### config.mk
export PLATFORM = sky130hd
export DESIGN_NAME = led_phy_tx_flat
export DESIGN_NICKNAME = d
export VERILOG_FILES = /design/src/rtl/led_phy_tx_pkg.sv /design/src/rtl/led_phy_tx_if.sv /design/src/rtl/led_phy_tx_bit.sv /design/src/rtl/led_phy_tx.sv /design/src/flat_wrapper.sv
export SDC_FILE = /design/constraint.sdc
export NUM_CORES = 1
export LEC_CHECK = 0
export CAP_MARGIN = 30
export CORE_ASPECT_RATIO = 0.75
export CORE_MARGIN = 2
export CORE_UTILIZATION = 57
export CTS_BUF_LIST = sky130_fd_sc_hd__clkbuf_4 sky130_fd_sc_hd__clkbuf_8 sky130_fd_sc_hd__clkbuf_16
export DETAILED_ROUTE_END_ITERATION = 7
export PLACE_DENSITY = 0.77
export SYNTH_ARGS = -nofsm -noshare
export SYNTH_HDL_FRONTEND = slang
export SYNTH_SLANG_ARGS = --single-unit
### constraint.sdc
create_clock -name clk -period 3.85 [get_ports clk]
set_clock_uncertainty 0.1 [all_clocks]
set_input_delay 0.77 -clock clk [delete_from_list [all_inputs] [get_ports clk]]
set_output_delay 0.77 -clock clk [all_outputs]
set_load 0.05 [all_outputs]
### src/rtl/led_phy_tx_pkg.sv
// Shared types and helpers for the LED one-wire transmitter.
// LED_GAMMA_EN selects gamma-2.2 LUT expansion instead of nibble replication.
package led_pkg;

  localparam int LED_WORD_W = 12;
  localparam int LED_BITS   = 24;

  typedef enum logic [2:0] {
    IDLE  = 3'd0,
    FETCH = 3'd1,
    LOAD  = 3'd2,
    BIT   = 3'd3,
    LATCH = 3'd4,
    DONE  = 3'd5
  } led_tx_state_t;

`ifdef LED_GAMMA_EN
  localparam logic [7:0] GAMMA_LUT [16] = '{
    8'd0,   8'd1,   8'd3,   8'd7,   8'd14,  8'd23,  8'd34,  8'd48,
    8'd64,  8'd83,  8'd105, 8'd129, 8'd156, 8'd186, 8'd219, 8'd255
  };
`endif

  function automatic logic [7:0] expand4to8(input logic [3:0] x);
`ifdef LED_GAMMA_EN
    return GAMMA_LUT[x];
`else
    return {x, x};
`endif
  endfunction

endpackage

### src/rtl/led_phy_tx_if.sv
// Frame control and FIFO-read bundle between the fill FSM, the FIFO and the transmitter.
// slave = transmitter side, master = FIFO / fill-FSM side.
interface led_phy_tx_if;
  import led_pkg::*;

  logic                  send_start;
  logic                  fifo_empty;
  logic                  fifo_rd;
  logic [LED_WORD_W-1:0] fifo_rdata;
  logic                  led_dout;
  logic                  busy;
  logic                  done;
  logic                  underflow;

  modport slave (
    input  send_start, fifo_empty, fifo_rdata,
    output fifo_rd, led_dout, busy, done, underflow
  );

  modport master (
    output send_start, fifo_empty, fifo_rdata,
    input  fifo_rd, led_dout, busy, done, underflow
  );

endinterface

### src/rtl/led_phy_tx_bit.sv
// Single NRZ bit timer: high for T1H/T0H cycles of a TBIT-cycle slot.
// Latency: dout valid in the first run cycle after start; bit_done in the last slot cycle.
// Backpressure: none, free-running while run is high.
module led_bit_tx #(
  parameter int TBIT_CYC = 63,
  parameter int T0H_CYC  = 20,
  parameter int T1H_CYC  = 40
) (
  input  logic clk,
  input  logic rstn,
  input  logic start,
  input  logic run,
  input  logic bit_val,
  output logic dout,
  output logic bit_done
);

  localparam int CW = $clog2(TBIT_CYC);

  logic [CW-1:0] cyc_cnt;
  logic [CW-1:0] high_cyc;

  assign high_cyc = bit_val ? CW'(T1H_CYC) : CW'(T0H_CYC);
  assign dout     = run && (cyc_cnt < high_cyc);
  assign bit_done = run && (cyc_cnt == CW'(TBIT_CYC - 1));

  always_ff @(posedge clk or negedge rstn) begin
    if (!rstn) begin
      cyc_cnt <= '0;
    end else if (start) begin
      cyc_cnt <= '0;
    end else if (run) begin
      cyc_cnt <= bit_done ? '0 : cyc_cnt + 1'b1;
    end
  end

endmodule

### src/rtl/led_phy_tx.sv
// Reads LED_NUM {B,G,R} words from the frame FIFO and drives a GRB MSB-first one-wire stream, then latches low.
// Latency: fifo_rd 1 cycle after send_start, first led_dout rise 3 cycles after; 2-cycle gap between LEDs.
// Backpressure: an empty FIFO ends the frame early with sticky underflow; send_start while busy is dropped.
module led_phy_tx
  import led_pkg::*;
#(
  parameter int LED_NUM  = 47,
  parameter int TBIT_CYC = 63,
  parameter int T0H_CYC  = 20,
  parameter int T1H_CYC  = 40,
  parameter int TRST_CYC = 2500
) (
  input  logic            clk,
  input  logic            rstn,
  led_phy_tx_if.slave     bus
);

  if (!(T0H_CYC < T1H_CYC && T1H_CYC < TBIT_CYC)) begin : g_bad_timing
    $error("led_phy_tx: bit timing must satisfy T0H_CYC < T1H_CYC < TBIT_CYC");
  end

  localparam logic [2:0] S_IDLE  = 3'(IDLE);
  localparam logic [2:0] S_FETCH = 3'(FETCH);
  localparam logic [2:0] S_LOAD  = 3'(LOAD);
  localparam logic [2:0] S_BIT   = 3'(BIT);
  localparam logic [2:0] S_LATCH = 3'(LATCH);
  localparam logic [2:0] S_DONE  = 3'(DONE);

  localparam int BW  = $clog2(LED_BITS);
  localparam int LCW = $clog2(LED_NUM + 1);
  localparam int RCW = $clog2(TRST_CYC + 1);

  logic [2:0]          state;
  logic [LED_BITS-1:0] sr;
  logic [BW-1:0]       bit_idx;
  logic [LCW-1:0]      led_cnt;
  logic [RCW-1:0]      lat_cnt;
  logic                underflow_q;
  logic                bit_dout;
  logic                bit_done;

  led_bit_tx #(
    .TBIT_CYC (TBIT_CYC),
    .T0H_CYC  (T0H_CYC),
    .T1H_CYC  (T1H_CYC)
  ) u_bit (
    .clk      (clk),
    .rstn     (rstn),
    .start    (state == S_LOAD),
    .run      (state == S_BIT),
    .bit_val  (sr[LED_BITS-1]),
    .dout     (bit_dout),
    .bit_done (bit_done)
  );

  // Outputs decode straight from state so an async reset drops the line immediately.
  assign bus.fifo_rd   = (state == S_FETCH) && !bus.fifo_empty;
  assign bus.led_dout  = bit_dout;
  assign bus.busy      = (state != S_IDLE);
  assign bus.done      = (state == S_DONE);
  assign bus.underflow = underflow_q;

  always_ff @(posedge clk or negedge rstn) begin
    if (!rstn) begin
      state       <= S_IDLE;
      sr          <= '0;
      bit_idx     <= '0;
      led_cnt     <= '0;
      lat_cnt     <= '0;
      underflow_q <= 1'b0;
    end else begin
      case (state)
        S_IDLE: begin
          if (bus.send_start) begin
            state       <= S_FETCH;
            underflow_q <= 1'b0;
            led_cnt     <= '0;
          end
        end
        S_FETCH: begin
          if (bus.fifo_empty) begin
            state       <= S_LATCH;
            underflow_q <= 1'b1;
            lat_cnt     <= '0;
          end else begin
            state <= S_LOAD;
          end
        end
        S_LOAD: begin
          // Wire order is GRB; the FIFO word is packed {B,G,R}.
          sr      <= {expand4to8(bus.fifo_rdata[7:4]),
                      expand4to8(bus.fifo_rdata[3:0]),
                      expand4to8(bus.fifo_rdata[11:8])};
          bit_idx <= '0;
          state   <= S_BIT;
        end
        S_BIT: begin
          if (bit_done) begin
            sr      <= {sr[LED_BITS-2:0], 1'b0};
            bit_idx <= bit_idx + 1'b1;
            if (bit_idx == BW'(LED_BITS - 1)) begin
              bit_idx <= '0;
              led_cnt <= led_cnt + 1'b1;
              if (led_cnt == LCW'(LED_NUM - 1)) begin
                state   <= S_LATCH;
                lat_cnt <= '0;
              end else begin
                state <= S_FETCH;
              end
            end
          end
        end
        S_LATCH: begin
          if (lat_cnt == RCW'(TRST_CYC - 1)) begin
            state <= S_DONE;
          end else begin
            lat_cnt <= lat_cnt + 1'b1;
          end
        end
        S_DONE:  state <= S_IDLE;
        default: state <= S_IDLE;
      endcase
    end
  end

endmodule

### src/flat_wrapper.sv
// flat-port wrapper written by rule: the top's interface ports become plain ports
module led_phy_tx_flat import led_pkg::*;
#(
  parameter int LED_NUM  = 47,
  parameter int TBIT_CYC = 63,
  parameter int T0H_CYC  = 20,
  parameter int T1H_CYC  = 40,
  parameter int TRST_CYC = 2500
)
  (clk, rstn, bus_send_start, bus_fifo_empty, bus_fifo_rdata, bus_fifo_rd, bus_led_dout, bus_busy, bus_done, bus_underflow);
  led_phy_tx_if bus_i ();
  input  logic clk;
  input  logic rstn;
  input wire logic [$bits(bus_i.send_start)-1:0] bus_send_start;
  input wire logic [$bits(bus_i.fifo_empty)-1:0] bus_fifo_empty;
  input wire logic [$bits(bus_i.fifo_rdata)-1:0] bus_fifo_rdata;
  output wire logic [$bits(bus_i.fifo_rd)-1:0] bus_fifo_rd;
  output wire logic [$bits(bus_i.led_dout)-1:0] bus_led_dout;
  output wire logic [$bits(bus_i.busy)-1:0] bus_busy;
  output wire logic [$bits(bus_i.done)-1:0] bus_done;
  output wire logic [$bits(bus_i.underflow)-1:0] bus_underflow;
  assign bus_i.send_start = bus_send_start;
  assign bus_i.fifo_empty = bus_fifo_empty;
  assign bus_i.fifo_rdata = bus_fifo_rdata;
  assign bus_fifo_rd = bus_i.fifo_rd;
  assign bus_led_dout = bus_i.led_dout;
  assign bus_busy = bus_i.busy;
  assign bus_done = bus_i.done;
  assign bus_underflow = bus_i.underflow;
  led_phy_tx #(.LED_NUM(LED_NUM), .TBIT_CYC(TBIT_CYC), .T0H_CYC(T0H_CYC), .T1H_CYC(T1H_CYC), .TRST_CYC(TRST_CYC)) u_core (.clk(clk), .rstn(rstn), .bus(bus_i));
endmodule
==> impl_metrics.yaml <==
outcome:
  outcome: "finished, final reports clean"
final_layout:
  syn2layout_area_growth_pct: 11.3
  final_util: 0.663
  layout_commonest_cell: "dfrtp_1"
  fin_nets: 381
  layout_common_cells: "dfrtp_1, inv_1, a21oi_1, o21ai_0, nand2_1"
  postLayoutCellArea_sq_mm: 0.00359
  fin_cells: 436
  n_antenna_cell: 0
  layout-drive-gt1-share: 0.0997
power_and_ir_drop:
  comb_power_share: 0.387
  p_int_mw: 1.39
  peakVddDrop_mv: 0.578
  sw_frac_of_total: 0.416
  clockPowerShare: 0.214
  p_per_area_mw_per_mm2: 664
  total_power_mw: 2.38
  pwr-share-seq: 0.399
  p_leak_nw: 1.53
  switchingPower_uw: 989
yosys:
  syn-num-nets: 366
  yosys_register_bits: 57
  synthTopCellsByArea: "dfrtp_1, a2111oi_0, a21oi_1"
  ys_async_sr_fraction: 1.00
  synth_area_sq_mm: 0.00322
  ys_seq_area_frac: 0.443
  avgSynthCellArea_sq_um: 9.45
  synth_edf_count: 0
  synth_top_area_frac: 0.443
  yosys.area.top_type: "dfrtp_1"
  synthCells: 341
  synth.distinct_cells: 57
  yosys_most_used_dff: "dfrtp_1"
  ys_warn_count: 0
cts:
  clock_latency_ns: 0.34
  ctsLongestPathBuffers: 2
  post_cts_resized: 0
  cts_max_level: 3
  cts_setup_buffers: 0
  cts.sinks: 57
  ctsHoldBuffers: 0
  clk_pin_slew_ns: 0.07
  root_buffer: "clkbuf_8"
  cts_buffers: 9
  cts_tree: "done"
hold_path:
  hold_path.class: "in -> async"
timing:
  tightest_slew_ns: 0.619
  fin_setup_tns_ns: 0
  layout_min_cycle_time_ns: 3.20
  hold_slack_ns: 0.202
  finalSetupViolCount: 0
  final_max_slew_viol_count: 0
  final_hold_viol_count: 0
  finalWorstSetupSlack_ns: 0.654
  post-route-period-util: 0.830
  fmaxAchievable_ghz: 0.313
  maxSlewHeadroom: 0.586
  rsz0062_at_grt: "false"
route:
  drtIter0Drc: 198
  wl_met1_microns: 3210
  firstDrtPassIters: 4
  vias: 2627
  drc: 0
  top_layer_used: "met4"
  drt-total-wl_microns: 6790
  wire_per_inst_microns: 15.6
  vias_per_cell: 6.03
  antenna_left: 0
  met2_wirelength_microns: 3110
  dr_wl_met3_microns: 431
critical_path:
  worstSetupPathType: "in -> out"
  crit_family: "buffers and inverters"
  crit_buf_inv: 2
  critPathArrivalTime_ns: 2.33
  rr_endpoint: "u_core.bit_idx[1]"
  critPathMostFrequentCell: "clkdlybuf4s50_1"
  cp_max_fo: 3
  crit_chain: "clkdlybuf4s50_1 > nor4_1 > clkdlybuf4s50_1"
  slowest_delay_ns: 0.87
  regToRegStartpoint: "u_core.u_bit.cyc_cnt[0]"
  end_kind: "output port"
  reg2regPathDepth: 6
  crit_start: "bus_fifo_empty"
  slowest_stage: "clkdlybuf4s50_1"
  start_kind: "input pin"
  ff2ff_setup_slack_ns: 1.52
  crit_required_ns: 2.98
floorplanning:
  core_area_sq_mm: 0.00541
  row_count: 23
  die_w_microns: 90.8
  die_y_microns: 69.1
  ios: 21
  initial_utilization: 0.596
  fp.dieArea_sq_mm: 0.00628
global_routing:
  grt_first_pass_wirelength_microns: 12200
  grt_overflow_total: 0
  grt_start_max_net_pins: 37
  track_usage: 0.242
  grt_pass1_vias: 2595
  antenna_found_initial: 0
place:
  dp.cells: 420
  hpwl_microns: 4360
  port_buffers: 20
  place_ws_ns: 0.634
  gp_congestion: 0.829
  post_dp_cell_area_sq_mm: 0.00341
run:
  cap_violations: 0
## worst max path at each step
stage	to	slack (ns)	cells past startpoint
after detailed placement	bus_fifo_rd	0.63	3
final	bus_fifo_rd	0.65	3
after CTS	bus_fifo_rd	0.62	3
after global placement	bus_fifo_rd	0.68	3
after floorplan	bus_fifo_rd	0.72	1
after global routing	bus_fifo_rd	0.52	3
## flip-flops by register name (all words and copies together), names as in the netlist
name                  cells
u_core.bit_idx            5
u_core.bus.underflow      1
u_core.lat_cnt           12
u_core.led_cnt            6
u_core.sr                24
u_core.state              3
u_core.u_bit.cyc_cnt      6
## cell usage after synthesis, types with 3 or more instances
cell       instances
dfrtp_1           57
inv_1             32
a21oi_1           31
o21ai_0           25
nand2_1           19
a2111oi_0         18
nor2_1            16
nand3_1           14
a31oi_1           10
and2_1            10
ha_1               9
buf_6              8
and3_1             6
clkbuf_1           6
buf_2              5
nand4_1            5
o21ai_1            5
and4_1             3
buf_4              3
mux2_2             3
mux2i_1            3
nor2b_1            3
nor3_1             3
nor4_1             3
or3_1              3
## layout make-up
cell class / instances / area [sq um]
fillers: 461 / 1820
multi-input cells: 230 / 1520
flip-flops and latches: 57 / 1430
repair buffers: 26 / 250
clock buffers: 11 / 151
inverters: 32 / 120
well taps: 75 / 93.8
clock inverters: 5 / 30.0
## logic make-up (layout without fill, tap and decap cells)
family,count (synthesis),in the layout,synth area share
xor+xnor,2,2,0.00544
compound gates,113,113,0.233
mux,6,6,0.0198
flops,57,57,0.443
fa+ha+maj,9,9,0.0350
buf+inv,54,74,0.0870
simple gates,100,100,0.177
## worst reg2reg max path, cell delays in order (launching register included)
cell and delay, ns:
dfrtp_1 0.41, inv_1 0.06, ha_1 0.18, and4_1 0.28
a21oi_4 0.58, nand2b_4 0.44, o21ai_0 0.15
## power groups by stage
stage / Combinational [mW] / Clock, mW / Sequential [mW]
floorplan: 0.779 / 0 / 0.917
global placement: 0.890 / 0 / 0.945
detailed placement: 0.911 / 0 / 0.955
CTS: 0.923 / 0.516 / 0.948
global route: 1.03 / 0.550 / 0.978
finish: 0.921 / 0.509 / 0.950
## per-layer routing
layer / vias up / global-route usage
li1: 1282 / -
met1: 1264 / 0.338
met2: 75 / 0.367
met5: - / 0
met3: 6 / 0.0842
met4: 0 / 0.0539
No activity file was read; power rests on OpenSTA's default activity.
==> patch, RTL diff (same settings) <==
Add a define of `LED_GAMMA_EN`.
--- a/src/rtl/led_phy_tx_pkg.sv
+++ b/src/rtl/led_phy_tx_pkg.sv
@@ -1,5 +1,7 @@
 // Shared types and helpers for the LED one-wire transmitter.
 // LED_GAMMA_EN selects gamma-2.2 LUT expansion instead of nibble replication.
+`define LED_GAMMA_EN
+
 package led_pkg;
 
   localparam int LED_WORD_W = 12;
Check against the original RTL: same outputs for any inputs over 10 cycles, from zero or initial values and one cycle with rstn low; that may be too few to reach the edited logic, so the function may still have changed.
==> patch against the original RTL <==
  * Worst setup slack lost 68 ps
  * Wire length grew 4.0%
  * Total power grew 4.6%
  * Sequential cell count is the same
  * Highest routed layer unchanged
  * Area after synthesis grew 10%
  * Die area grew 9.8%
  * Sequential share of layout area shrank 4.2 points
  * Largest power group unchanged
  * Register-to-register slack lost 160 ps
  * Synthesized cell count grew 24%
  * Cell area grew 12%
==> patch: results (changes against the original RTL) <==
metric;value;unit;change
synthMuxAreaShare;1.48;%;was 1.98%
gp_congestion;0.874;;was 0.829
wl_per_cell;13.7;um;was 15.6 um
instances_no_fill;516;;was 436
synth_area_leaders;dfrtp_1, ha_1, o21ai_0;;was dfrtp_1, a2111oi_0, a21oi_1
synth_fa_ha_area_share;8.80;%;was 3.50%
grt_pass1_wl;12.9;mm;was 12.2 mm
syn-num-nets;463;;was 366
nets;474;;was 381
fillCellCount;464;;was 461
yosysSeqAreaShare;40.1;%;was 44.3%
grt_max_degree;46;;was 37
synth-compound-area-share;25.1;%;was 23.3%
drive_gt1_share;6.62;%;was 9.97%
reg2reg_slack;1360;ps;was 1520 ps
status;finished clean;;unchanged
slew_headroom;40.2;%;was 58.6%
yosys-top-cells-count;nand2_1, dfrtp_1, o21ai_0;;was dfrtp_1, inv_1, a21oi_1
synthCells;422;;was 341
holdCritPathClass;reg -> reg;;was in -> async
yosys.area_share.xor_xnor;0.246;%;was 0.544%
synth_cell_types;51;;was 57
dp_hpwl;4.82;mm;was 4.36 mm
finalCritPeriodShare;84.8;%;was 83.0%
power_leakage;0.00176;uW;was 0.00153 uW
ir_drop;292;uV;was 578 uV
first_iter_violations;207;;was 198
crit_arrival;2390;ps;was 2330 ps
viasPerCell;6.04;;was 6.03
pre_cts_ws;574;ps;was 634 ps
sw_frac_of_total;38.6;%;was 41.6%
track_usage;23.7;%;was 24.2%
place_inst;500;;was 420
## patch: cell types whose count changed in the layout (fill, tap and decap cells not counted), moves of 11 or more
cell,unedited run,this run
a2111oi_0,18,0
inv_1,32,11
a21oi_1,31,42
ha_1,9,25
nand2_1,19,58
o21ai_0,25,56
## patch: area by class of cell
cell class,count,area (um^2),share of cell area (%)
tap,78,97.6,2.43
clock inverter,4,75.1,1.87
multi-input combinational,330,1990,49.6
timing repair buffer,24,223,5.55
inverter,11,41.3,1.03
clock buffer,12,159,3.96
sequential,57,1430,35.5
## patch: routing by layer
layer / GRT usage, % / routed length, um / share of wire, % / vias up
met5: 0 / 0 / 0 / -
met4: 9.18 / 107 / 1.5 / 0
met3: 5.61 / 291 / 4.1 / 10
li1: - / - / - / 1550
met1: 34.9 / 3660 / 52 / 1497
met2: 33.8 / 3010 / 43 / 59
## patch: power groups by stage
stage               Clock [uW]  Combinational (uW)  Sequential, uW
CTS                        661                 868             972
detailed placement           0                 861             982
global route               691                 995            1010
floorplan                    0                 692             930
global placement             0                 834             975
finish                     650                 864             975
## patch: through the flow
stage | cell area (um^2) | hold WS [ps]
floorplan | 3560 | 342
global placement | 3780 | 359
detailed placement | 3780 | 368
CTS | 4020 | 382
global route | 4020 | 409
finish | 4020 | 379
## patch: path summary, 6_finish.rpt
path | endpoint | depth (start not counted)
min in group asynchronous | u_core.u_bit.cyc_cnt[4] | 1
setup reg to reg | u_core.lat_cnt[5] | 6
setup / recovery | bus_fifo_rd | 3
hold reg to reg | u_core.led_cnt[4] | 1
hold / removal | u_core.led_cnt[4] | 1
max in group asynchronous | u_core.lat_cnt[8] | 2
## patch: critical path, stage by stage
cell	delay, ps
clkdlybuf4s50_1	440
nor4b_1	310
clkdlybuf4s50_1	870
